==> src/rtl/sequencer_pkg.sv <==
// rtl/sequencer_pkg.sv - shared state encoding and defaults for the shift-and-add multiplier sequencer
package sequencer_pkg;

   localparam int SEQ_N_DEFAULT = 4;

   localparam logic [1:0] ST_IDLE  = 2'd0;
   localparam logic [1:0] ST_INIT  = 2'd1;
   localparam logic [1:0] ST_ADD   = 2'd2;
   localparam logic [1:0] ST_SHIFT = 2'd3;

   typedef enum logic [1:0] {
      IDLE  = ST_IDLE,
      INIT  = ST_INIT,
      ADD   = ST_ADD,
      SHIFT = ST_SHIFT
   } state_t;

endpackage

==> src/rtl/sequencer_if.sv <==
// rtl/sequencer_if.sv - control/status bundle between sequencer and datapath (done gated by SEQUENCER_DONE_PULSE_EN)
import sequencer_pkg::*;

interface sequencer_if #(parameter int N = SEQ_N_DEFAULT);

   logic         start;
   logic         Q0;
   logic         clear;
   logic         add;
   logic         shift;
   logic         ready;
   logic [N-1:0] count;
`ifdef SEQUENCER_DONE_PULSE_EN
   logic         done;

   modport master (output start, Q0, input clear, add, shift, ready, count, done);
   modport slave  (input start, Q0, output clear, add, shift, ready, count, done);
`else
   modport master (output start, Q0, input clear, add, shift, ready, count);
   modport slave  (input start, Q0, output clear, add, shift, ready, count);
`endif

endinterface

==> src/rtl/sequencer.sv <==
// rtl/sequencer.sv - shift-and-add multiplier control FSM; SEQUENCER_DONE_PULSE_EN adds a done strobe
import sequencer_pkg::*;

module sequencer #(
   parameter int n = SEQ_N_DEFAULT
) (
   input  logic      clock,
   input  logic      reset,
   sequencer_if.slave bus
);

   state_t         state_q, state_d;
   logic [n-1:0]   count_q, count_d;
   logic           last_iter;

   assign last_iter = (int'(count_q) == n - 1);

   always_comb begin
      state_d = state_q;
      count_d = count_q;
      case (state_q)
         IDLE: begin
            if (bus.start) state_d = INIT;
         end
         INIT: begin
            count_d = '0;
            state_d = ADD;
         end
         ADD: begin
            state_d = SHIFT;
         end
         SHIFT: begin
            // Counter returns to zero on the final shift so IDLE always shows count = 0.
            if (last_iter) begin
               count_d = '0;
               state_d = IDLE;
            end else begin
               count_d = count_q + 1'b1;
               state_d = ADD;
            end
         end
         default: state_d = IDLE;
      endcase
   end

   always_ff @(posedge clock) begin
      if (reset) begin
         state_q <= IDLE;
         count_q <= '0;
      end else begin
         state_q <= state_d;
         count_q <= count_d;
      end
   end

   assign bus.ready = (state_q == IDLE);
   assign bus.clear = (state_q == INIT);
   assign bus.add   = (state_q == ADD) & bus.Q0;
   assign bus.shift = (state_q == SHIFT);
   assign bus.count = count_q;
`ifdef SEQUENCER_DONE_PULSE_EN
   assign bus.done  = (state_q == SHIFT) & last_iter;
`endif

endmodule

==> src/flat_wrapper.sv <==
// flat-port wrapper written by rule: the top's interface ports become plain ports
module sequencer_flat 
#(
   parameter int n = SEQ_N_DEFAULT
)
  (clock, reset, bus_start, bus_Q0, bus_clear, bus_add, bus_shift, bus_ready, bus_count);
  sequencer_if #(.N((4))) bus_i ();
  input  logic clock;
  input  logic reset;
  input wire logic [$bits(bus_i.start)-1:0] bus_start;
  input wire logic [$bits(bus_i.Q0)-1:0] bus_Q0;
  output wire logic [$bits(bus_i.clear)-1:0] bus_clear;
  output wire logic [$bits(bus_i.add)-1:0] bus_add;
  output wire logic [$bits(bus_i.shift)-1:0] bus_shift;
  output wire logic [$bits(bus_i.ready)-1:0] bus_ready;
  output wire logic [$bits(bus_i.count)-1:0] bus_count;
  assign bus_i.start = bus_start;
  assign bus_i.Q0 = bus_Q0;
  assign bus_clear = bus_i.clear;
  assign bus_add = bus_i.add;
  assign bus_shift = bus_i.shift;
  assign bus_ready = bus_i.ready;
  assign bus_count = bus_i.count;
  sequencer #(.n(n)) u_core (.clock(clock), .reset(reset), .bus(bus_i));
endmodule
==> config.mk <==
export PLATFORM = sky130hd
export DESIGN_NAME = sequencer_flat
export DESIGN_NICKNAME = d
export VERILOG_FILES = /design/src/rtl/sequencer_pkg.sv /design/src/rtl/sequencer_if.sv /design/src/rtl/sequencer.sv /design/src/flat_wrapper.sv
export SDC_FILE = /design/constraint.sdc
export NUM_CORES = 1
export LEC_CHECK = 0
export CAP_MARGIN = 0
export CORE_AREA = 5 5 42 44
export DETAILED_ROUTE_END_ITERATION = 10
export DIE_AREA = 0 0 47 49
export GPL_TIMING_DRIVEN = 0
export HOLD_SLACK_MARGIN = 0.08
export PLACE_DENSITY = 0.46
export SLEW_MARGIN = 20
export SYNTH_ARGS = -nofsm -noshare
export SYNTH_HDL_FRONTEND = slang
export SYNTH_SLANG_ARGS = --single-unit
export TNS_END_PERCENT = 10
==> constraint.sdc <==
create_clock -name clock -period 1.3 [get_ports clock]
set_clock_uncertainty 0.2 [all_clocks]
set_input_delay 0.26 -clock clock [delete_from_list [all_inputs] [get_ports clock]]
set_output_delay 0.26 -clock clock [all_outputs]
set_load 0.05 [all_outputs]
After elaboration in Yosys (flattened, before gate mapping)
Index checks and enable logic that the tools add are counted.
{"block": "totals", "ff_bits": 6, "latch_bits": 0, "ramBits": 0, "rom_bits": 0, "wordCells": 16, "n_memories": 0}
{"block": "op_classes", "addsub": 1, "mul": 0, "div_mod_pow": 0, "magnitude_cmp": 0, "eq_ne": 5, "n_shift": 0, "n_mux": 5, "bitwise": 1, "n_reduce_logical": 2}
{"cell": "$pmux 2 s4", "count": 1}
{"cell": "$pmux 4 s2", "count": 1}
{"cell": "$add 4x1->4 const B", "count": 1}
{"cell": "$eq 2x2->1 const B", "count": 2}
{"cell": "$eq 4x3->1 const B", "count": 1}
{"cell": "$mux 2", "count": 2}
{"cell": "$mux 4", "count": 1}
{"cell": "$eq 2x1->1 const B", "count": 1}
{"cell": "$logic_not 2->1", "count": 1}
{"cell": "$ne 2x2->1 const B", "count": 1}
{"cell": "$reduce_bool 2->1", "count": 1}
{"cell": "$and 1x1->1", "count": 1}

Logic depth before layout (Yosys ltp)
Gate-level depths: netlist of run 1.
{"block": "depth", "depth_word": 3, "mapped_depth": 4}

Worst setup path before layout of run 1
OpenSTA, ideal clock, no wires.
{"block": "synth_path", "path_kind": "reg2reg", "start": "reg u_core.count_q[0] (netlist: u_core.bus.count[0])", "end": "reg u_core.count_q[0] (netlist: u_core.bus.count[0])", "setup_ps": 70, "arrival_ps": 1364, "required_ps": 1030, "setup_slack_ps": -334, "stages_incl_launch_ff": 5, "path_buffers": 0, "synth_period_minus_slack_ps": 1634, "path_cell_list": "dfxtp_1 ha_1 nor3b_1 or3_1 a21oi_1"}
{"block": "synth_between", "elab_chain_len": 3, "elab_cells_between_ends": 4}
{"item": "from (decl)", "line_no": "sequencer.sv:13", "rtl": "logic [n-1:0] count_q, count_d;"}
{"item": "from (signal assigned)", "line_no": "sequencer.sv:52", "rtl": "count_q <= count_d;"}
{"item": "$add 4x1->4 / $eq 4x3->1 (equally long branches)", "line_no": "sequencer.sv:38, sequencer.sv:16"}
{"item": "$mux 4 (*)", "line_no": "sequencer.sv:34", "rtl": "if (last_iter) begin"}
{"item": "$pmux 4 s2 (*)", "line_no": "sequencer.sv:21", "rtl": "case (state_q)"}
Every way passes the cells marked *; elsewhere a longest branch is shown, timed or not.
A chain may end at the register's enable or synchronous reset.

Worst setup path in the final report of run 1
{"block": "layout_path", "start": "reg u_core.state_q[0]", "end": "out bus_add"}
{"block": "layout_between", "elab_chain_len": 2}
{"item": "from (decl)", "line_no": "sequencer.sv:12", "rtl": "state_t state_q, state_d;"}
{"item": "from (signal assigned)", "line_no": "sequencer.sv:51", "rtl": "state_q <= state_d;"}
{"item": "$eq 2x2->1", "line_no": "sequencer.sv:58", "rtl": "assign bus.add = (state_q == ADD) & bus.Q0;"}
{"item": "$and 1x1->1", "line_no": "sequencer.sv:58"}
{"item": "to (decl)", "line_no": "flat_wrapper.sv:13", "rtl": "output wire logic [$bits(bus_i.add)-1:0] bus_add;"}
No other way between the ends.

==> results by group, run 1 <==
Status
  – Status: finished with violations
  – Failing checks: negative setup slack

Setup path
  – Setup crit start: u_core.state_q[0]$_SDFFE_PP0P_
  – R2r worst-path depth: 4
  – Cell family with most CP delay: flip-flops
  – Critical path capture point type: output port
  – Worst Path Arrival: 0.98 ns
  – Stages on the worst setup path: 3
  – Startpoint Class: register
  – Worst-path maximum fanout: 4
  – Reg2reg start: u_core.bus.count[0]$_SDFFE_PP0P_
  – Worst path bufs/invs: 2
  – Critical Path, Cell by Cell: inv_4 > and3_4 > buf_8
  – Required @ worst endpoint: 0.84 ns
  – Slowest cell on crit path: dfxtp_4
  – Crit Path Category: reg2out
  – Crit-path max cell delay: 0.36 ns

Clocking
  – Worst-skew pair later-pin latency: 0.25 ns
  – Hold Buf Count CTS: 0
  – CTS tree: done
  – Clock net sink count: 6
  – H-tree depth: 1
  – Clk slew on worst S/H paths: 0.05 ns
  – CTS buffer count: 3
  – Max Root-Sink Buffers: 2
  – Root buffer cell: clkbuf_4

Drt
  – Drt initial violations: 2
  – Drt pass-1 iters: 4
  – DR WL/cell: 11.4 um
  – Via density: roughly 4.5
  – Via Count: 289
  – WL final: 732 um
  – # DRC: 0
  – Post-DRT Antenna Nets: 0

STA
  – Setup TNS: -0.463 ns
  – Fmax: around 700 MHz
  – Final worst path period need: 1.44 ns
  – Final setup fails: 5
  – Fin. Hold Viols: 0
  – Final Max Slew Viols: 0
  – Tightest Pin Transition: 0.253 ns
  – RSZ-0062 raised after global routing: true
  – Final setup margin: -0.138 ns
  – Fin crit share: 1.11
  – Max-Slew Margin vs Limit: 0.831

Die
  – Die ar.: 2300 um2
  – Row count: 14
  – I/O pins: 12
  – Die width: 47 um
  – Die H: 49 um
  – Total core area: 1400 um2
  – Initial Util: 0.188

Synth
  – Part of the Yosys area used for sequential elements: 0.457
  – Syn_area_per_cell: between 8 and 9 um2
  – Post-synthesis net count: 37
  – Synth unique cells: 17
  – Synth warnings: 0
  – Syn Std Cell Area: ~260 um2
  – Synthesized instance count: 32
  – Flops & latches, synth: 6

Power
  – Sequential share of power: 0.415
  – P_leak: 0.187 nW
  – PD cells: approximately 1000 nW/um2
  – Combinational power share: 0.216
  – Switching part of the total: 0.304
  – Max IR drop VDD: 0.417 mV
  – P_sw: 0.148 mW
  – Tot Pwr: 0.488 mW
  – Pint: 0.340 mW
  – Power share of the clock group: 0.369

Global routing
  – Total GRT Usage: 0.0789
  – First-pass GRT wire length: approximately 1200 um
  – Pin count of the biggest net entering global routing: 8
  – Vias in the first global route: between 300 and 400
  – Initial antenna violation count: 0
  – Grt ovf: 0

Placement
  – GPL Wtd Cong: 0.736
  – DPL Wire Length: around 500 um
  – Port-buffer cells: 11

Cells and area
  – Layout cells sized above 1: 0.542
  – Fill cells: 164
  – Area taken by multi-input logic gates: 158 um2
  – Register Area: 135 um2
  – Commonest non-fill, non-tap cell in the layout: buf_6
  – Most frequent cells in the layout: buf_6 (6), nand2_1 (4)
  – Nets@finish: between 50 and 60
  – P&R area growth vs syn: 86.2%
  – # diodes: 0

Worst hold path
  – Worst Hold Class: reg2reg
  – Worst Hold Launch: u_core.state_q[0]$_SDFFE_PP0P_
  – Worst hold stages: 1

Job
  – Max Cap Violations: 0
==> sequential cells by signal (all words and copies together), names as in the netlist <==
register	cells
u_core.bus.count	4
u_core.state_q	2
==> what timing repair did <==
item / in CTS / in global routing
setup buffers: 1 / 1
setup endpoints to repair: 10 / 8
pin swaps: 2 / 1
gates resized for setup: 68 / 4
==> synthesized netlist by cell type <==
cell type / instances / area [um2]
dfxtp_1: 6 / 120
nand2_1: 4 / 15.0
a21oi_1: 3 / 15.0
nor2_1: 3 / 11.3
inv_1: 2 / 7.51
nand3_1: 2 / 10.0
or3_1: 2 / 12.5
a211oi_1: 1 / 7.51
a31oi_1: 1 / 6.26
and3_1: 1 / 6.26
ha_1: 1 / 12.5
nand2_2: 1 / 6.26
nand4b_1: 1 / 8.76
nor2b_1: 1 / 6.26
nor3_1: 1 / 5.00
nor3b_1: 1 / 7.51
o21ai_0: 1 / 5.00
==> worst reg2reg max path: stages (launching register included) <==
cell,delay [ns]
dfxtp_4,0.36
ha_4,0.16
nor3b_1,0.14
or3_1,0.30
a21oi_1,0.13
==> path summary, 6_finish.rpt <==
path	endpoint	slack, ns
worst max-delay path	bus_add	-0.14
worst min-delay path	u_core.state_q[0]$_SDFFE_PP0P_	0.26
worst max register to register	u_core.bus.count[0]$_SDFFE_PP0P_	-0.07
worst min register to register	u_core.state_q[0]$_SDFFE_PP0P_	0.26
==> per-layer routing <==
metal  part of all wire  vias up  track usage
li1                   -      145            -
met1               0.45      131       0.0923
met2               0.46       10        0.104
met3              0.055        3       0.0221
met4              0.029        0       0.0829
met5                  0        -            0
==> power groups by stage <==
stage	Clock [mW]	Combinational (mW)	Sequential (mW)
global placement	0	0.0901	0.205
CTS	0.190	0.102	0.202
floorplan	0	0.0513	0.207
detailed placement	0	0.0897	0.205
finish	0.180	0.106	0.202
global route	0.196	0.114	0.203
==> layout make-up <==
type	instances	area share
Multi-Input combinational cell	24	0.322
Timing Repair Buffer	13	0.289
Sequential cell	6	0.276
Clock buffer	3	0.0460
Tap cell	16	0.0409
Inverter	2	0.0256
==> through the flow <==
| step | hold slack [ns] | util | cells | worst slack, ns | cell area [um2] |
|---|---|---|---|---|---|
| 4_1_cts | 0.266 | 0.334 | 63 | -0.158 | 468 |
| 5_1_grt | 0.283 | 0.349 | 64 | -0.167 | 489 |
| 6_report | 0.263 | 0.349 | 64 | -0.138 | 489 |
| 3_5_place_dp | 0.274 | 0.287 | 59 | -0.810 | 402 |
| 3_3_place_gp | 0.277 | 0.287 | 59 | -0.809 | 402 |
| 2_1_floorplan | 0.122 | - | 32 | -0.203 | 272 |
==> cells by family (layout without fill, tap and decap cells) <==
| family | count (synthesis) | after routing | synth area share |
|---|---|---|---|
| AND/OR/NAND/NOR | 17 | 17 | 0.338 |
| buffers and inverters | 2 | 18 | 0.0286 |
| flip-flops | 6 | 6 | 0.457 |
| AO/OA/AOI/OAI | 6 | 6 | 0.129 |
| adder cells (fa/ha/maj) | 1 | 1 | 0.0476 |
Power figures use the tool's default switching activity.
==> run 2, diff against run 1 <==
- clock period: 1.3 -> 1.2 ns (I/O delays scaled with it)
==> results by group, run 2 (synthesis gave the netlist of run 1 again) <==
Cells and area
  – Number of flip-flops in the largest register: 4 (unchanged)
  – Nets@finish: 55 (unchanged)
  – Commonest non-fill, non-tap cell in the layout: dfxtp_4 (was buf_6)
  – Most frequent cells in the layout: dfxtp_4 (6), buf_8 (5), nand2_1 (4), clkbuf_4 (3), buf_6 (3) (was buf_6 (6), nand2_1 (4))
  – P&R area growth vs syn: 100% (was 86.2%)
  – Layout cells sized above 1: 0.571 (was 0.542)
  – Fill cells: 149 (was 164)
  – # diodes: 0 (unchanged)
  – Layout Cells excl Fill: 65 (was 64)

Drt
  – # DRC: 0 (unchanged)
  – WL final: 725 um (was 732 um)
  – Drt pass-1 iters: 4 (unchanged)
  – DR WL/cell: 11.2 um (was 11.4 um)
  – Post-DRT Antenna Nets: 0 (unchanged)
  – Drt initial violations: 1 (was 2)
  – Via density: 4.48 (was 4.52)
  – Via Count: 291 (was 289)

Clocking
  – Clk slew on worst S/H paths: 0.05 ns (about the same)
  – H-tree depth: 1 (unchanged)
  – Max Root-Sink Buffers: 2 (unchanged)
  – Root buffer cell: clkbuf_4 (unchanged)
  – Clock net sink count: 6 (unchanged)
  – Worst-skew pair later-pin latency: 0.25 ns (about the same)
  – CTS tree: done (unchanged)
  – CTS buffer count: 3 (unchanged)

Setup path
  – Required @ worst endpoint: 0.76 ns (was 0.84 ns)
  – Crit Path Category: reg2out (unchanged)
  – Worst-path maximum fanout: 4 (unchanged)
  – Critical path capture point type: output port (unchanged)
  – Flop-to-flop setup slack: -0.19 ns (was -0.07 ns)
  – Startpoint Class: register (unchanged)
  – Worst Path Arrival: 0.98 ns (about the same)

Die
  – Die H: 49 um (unchanged)
  – Total core area: 1400 um2 (unchanged)
  – Die width: 47 um (unchanged)
  – I/O pins: 12 (unchanged)
  – Initial Util: 0.188 (unchanged)
  – Row count: 14 (unchanged)
  – Die ar.: 2300 um2 (unchanged)

STA
  – Tightest Pin Transition: 0.256 ns (was 0.253 ns)
  – Final worst path period need: 1.42 ns
  – Fmax: 703 MHz
  – Final setup margin: -0.223 ns (was -0.138 ns)
  – Fin. Hold Viols: 0 (unchanged)
  – Fin crit share: 1.19
  – Final setup fails: 10 (was 5)
  – Final Max Slew Viols: 0 (unchanged)
  – Hold Slack: 0.282 ns (was 0.263 ns)
  – Max-Slew Margin vs Limit: 0.828 (was 0.831)
  – RSZ-0062 raised after global routing: true (unchanged)

Status
  – Status: finished with violations (unchanged)
  – Failing checks: negative setup slack (unchanged)

Placement
  – GPL Wtd Cong: 0.782 (was 0.736)
  – Port-buffer cells: 11 (unchanged)
  – Placed Instances: 59 (unchanged)

Global routing
  – First-pass GRT wire length: 1170 um (was 1240 um)
  – Pin count of the biggest net entering global routing: 8 (unchanged)
  – Grt ovf: 0 (unchanged)
  – Total GRT Usage: 0.0726 (was 0.0789)
  – Initial antenna violation count: 0 (unchanged)
  – Vias in the first global route: 274 (was 301)

Power
  – PD cells: 1020 nW/um2 (was 997 nW/um2)
  – P_leak: 0.201 nW (was 0.187 nW)
  – Tot Pwr: 0.539 mW (was 0.488 mW)
  – Max IR drop VDD: 0.646 mV (was 0.417 mV)

Worst hold path
  – Worst Hold Class: reg2reg (unchanged)

Job
  – Max Cap Violations: 0 (unchanged)
==> run 2: critical path: stages, from the launching register on <==
cell     delay [ns]
dfxtp_4        0.36
inv_4          0.06
and3_4         0.18
buf_8          0.14
==> run 2: per-stage QoR <==
stage	setup WS, ns	area [um2]	TNS (ns)	utilization
2_1_floorplan	-0.185	294	-0.878	-
3_3_place_gp	-0.873	424	-4.79	0.303
3_5_place_dp	-0.877	424	-4.91	0.303
4_1_cts	-0.226	497	-1.08	0.354
5_1_grt	-0.254	527	-1.50	0.376
6_report	-0.223	527	-1.01	0.376
==> run 2: area by class of cell <==
type / instances / area [um2] / share of cell area
multi-input combinational: 24 / 171 / 0.325
sequential: 6 / 143 / 0.271
inverter: 2 / 13.8 / 0.0261
clock buffer: 4 / 26.3 / 0.0499
tap: 16 / 20.0 / 0.0380
timing repair buffer: 13 / 153 / 0.290
==> run 2: layer usage <==
layer	vias up	track usage	wire (um)
met5	-	0	0
li1	150	-	-
met3	0	0.0332	44
met2	7	0.102	383
met1	134	0.0883	296
met4	0	0.0415	0
==> run 2: worst paths after layout <==
kind / start / to / cells after the start
max: u_core.state_q[0]$_SDFFE_PP0P_ / bus_add / 3
min: u_core.state_q[0]$_SDFFE_PP0P_ / u_core.state_q[0]$_SDFFE_PP0P_ / 1
max reg2reg: u_core.bus.count[1]$_SDFFE_PP0P_ / u_core.bus.count[0]$_SDFFE_PP0P_ / 4
min reg2reg: u_core.state_q[0]$_SDFFE_PP0P_ / u_core.state_q[0]$_SDFFE_PP0P_ / 1
==> run 2: report_power, final <==
| part | internal, mW | switching, mW | leakage (nW) | total (mW) |
|---|---|---|---|---|
| Combinational | 0.0484 | 0.0665 | 0.133 | 0.115 |
| Sequential | 0.198 | 0.0152 | 0.0533 | 0.213 |
| Clock | 0.127 | 0.0843 | 0.0150 | 0.211 |
| Total | 0.373 | 0.166 | 0.201 | 0.539 |
==> run 2: timing repair <==
item	in CTS	in global routing
hold buffers	0	0
setup buffers	2	0
endpoints found under the setup margin	12	12
gates cloned	0	0
pin swaps	1	1
gates resized for setup	67	7
endpoints found under the hold margin	0	0
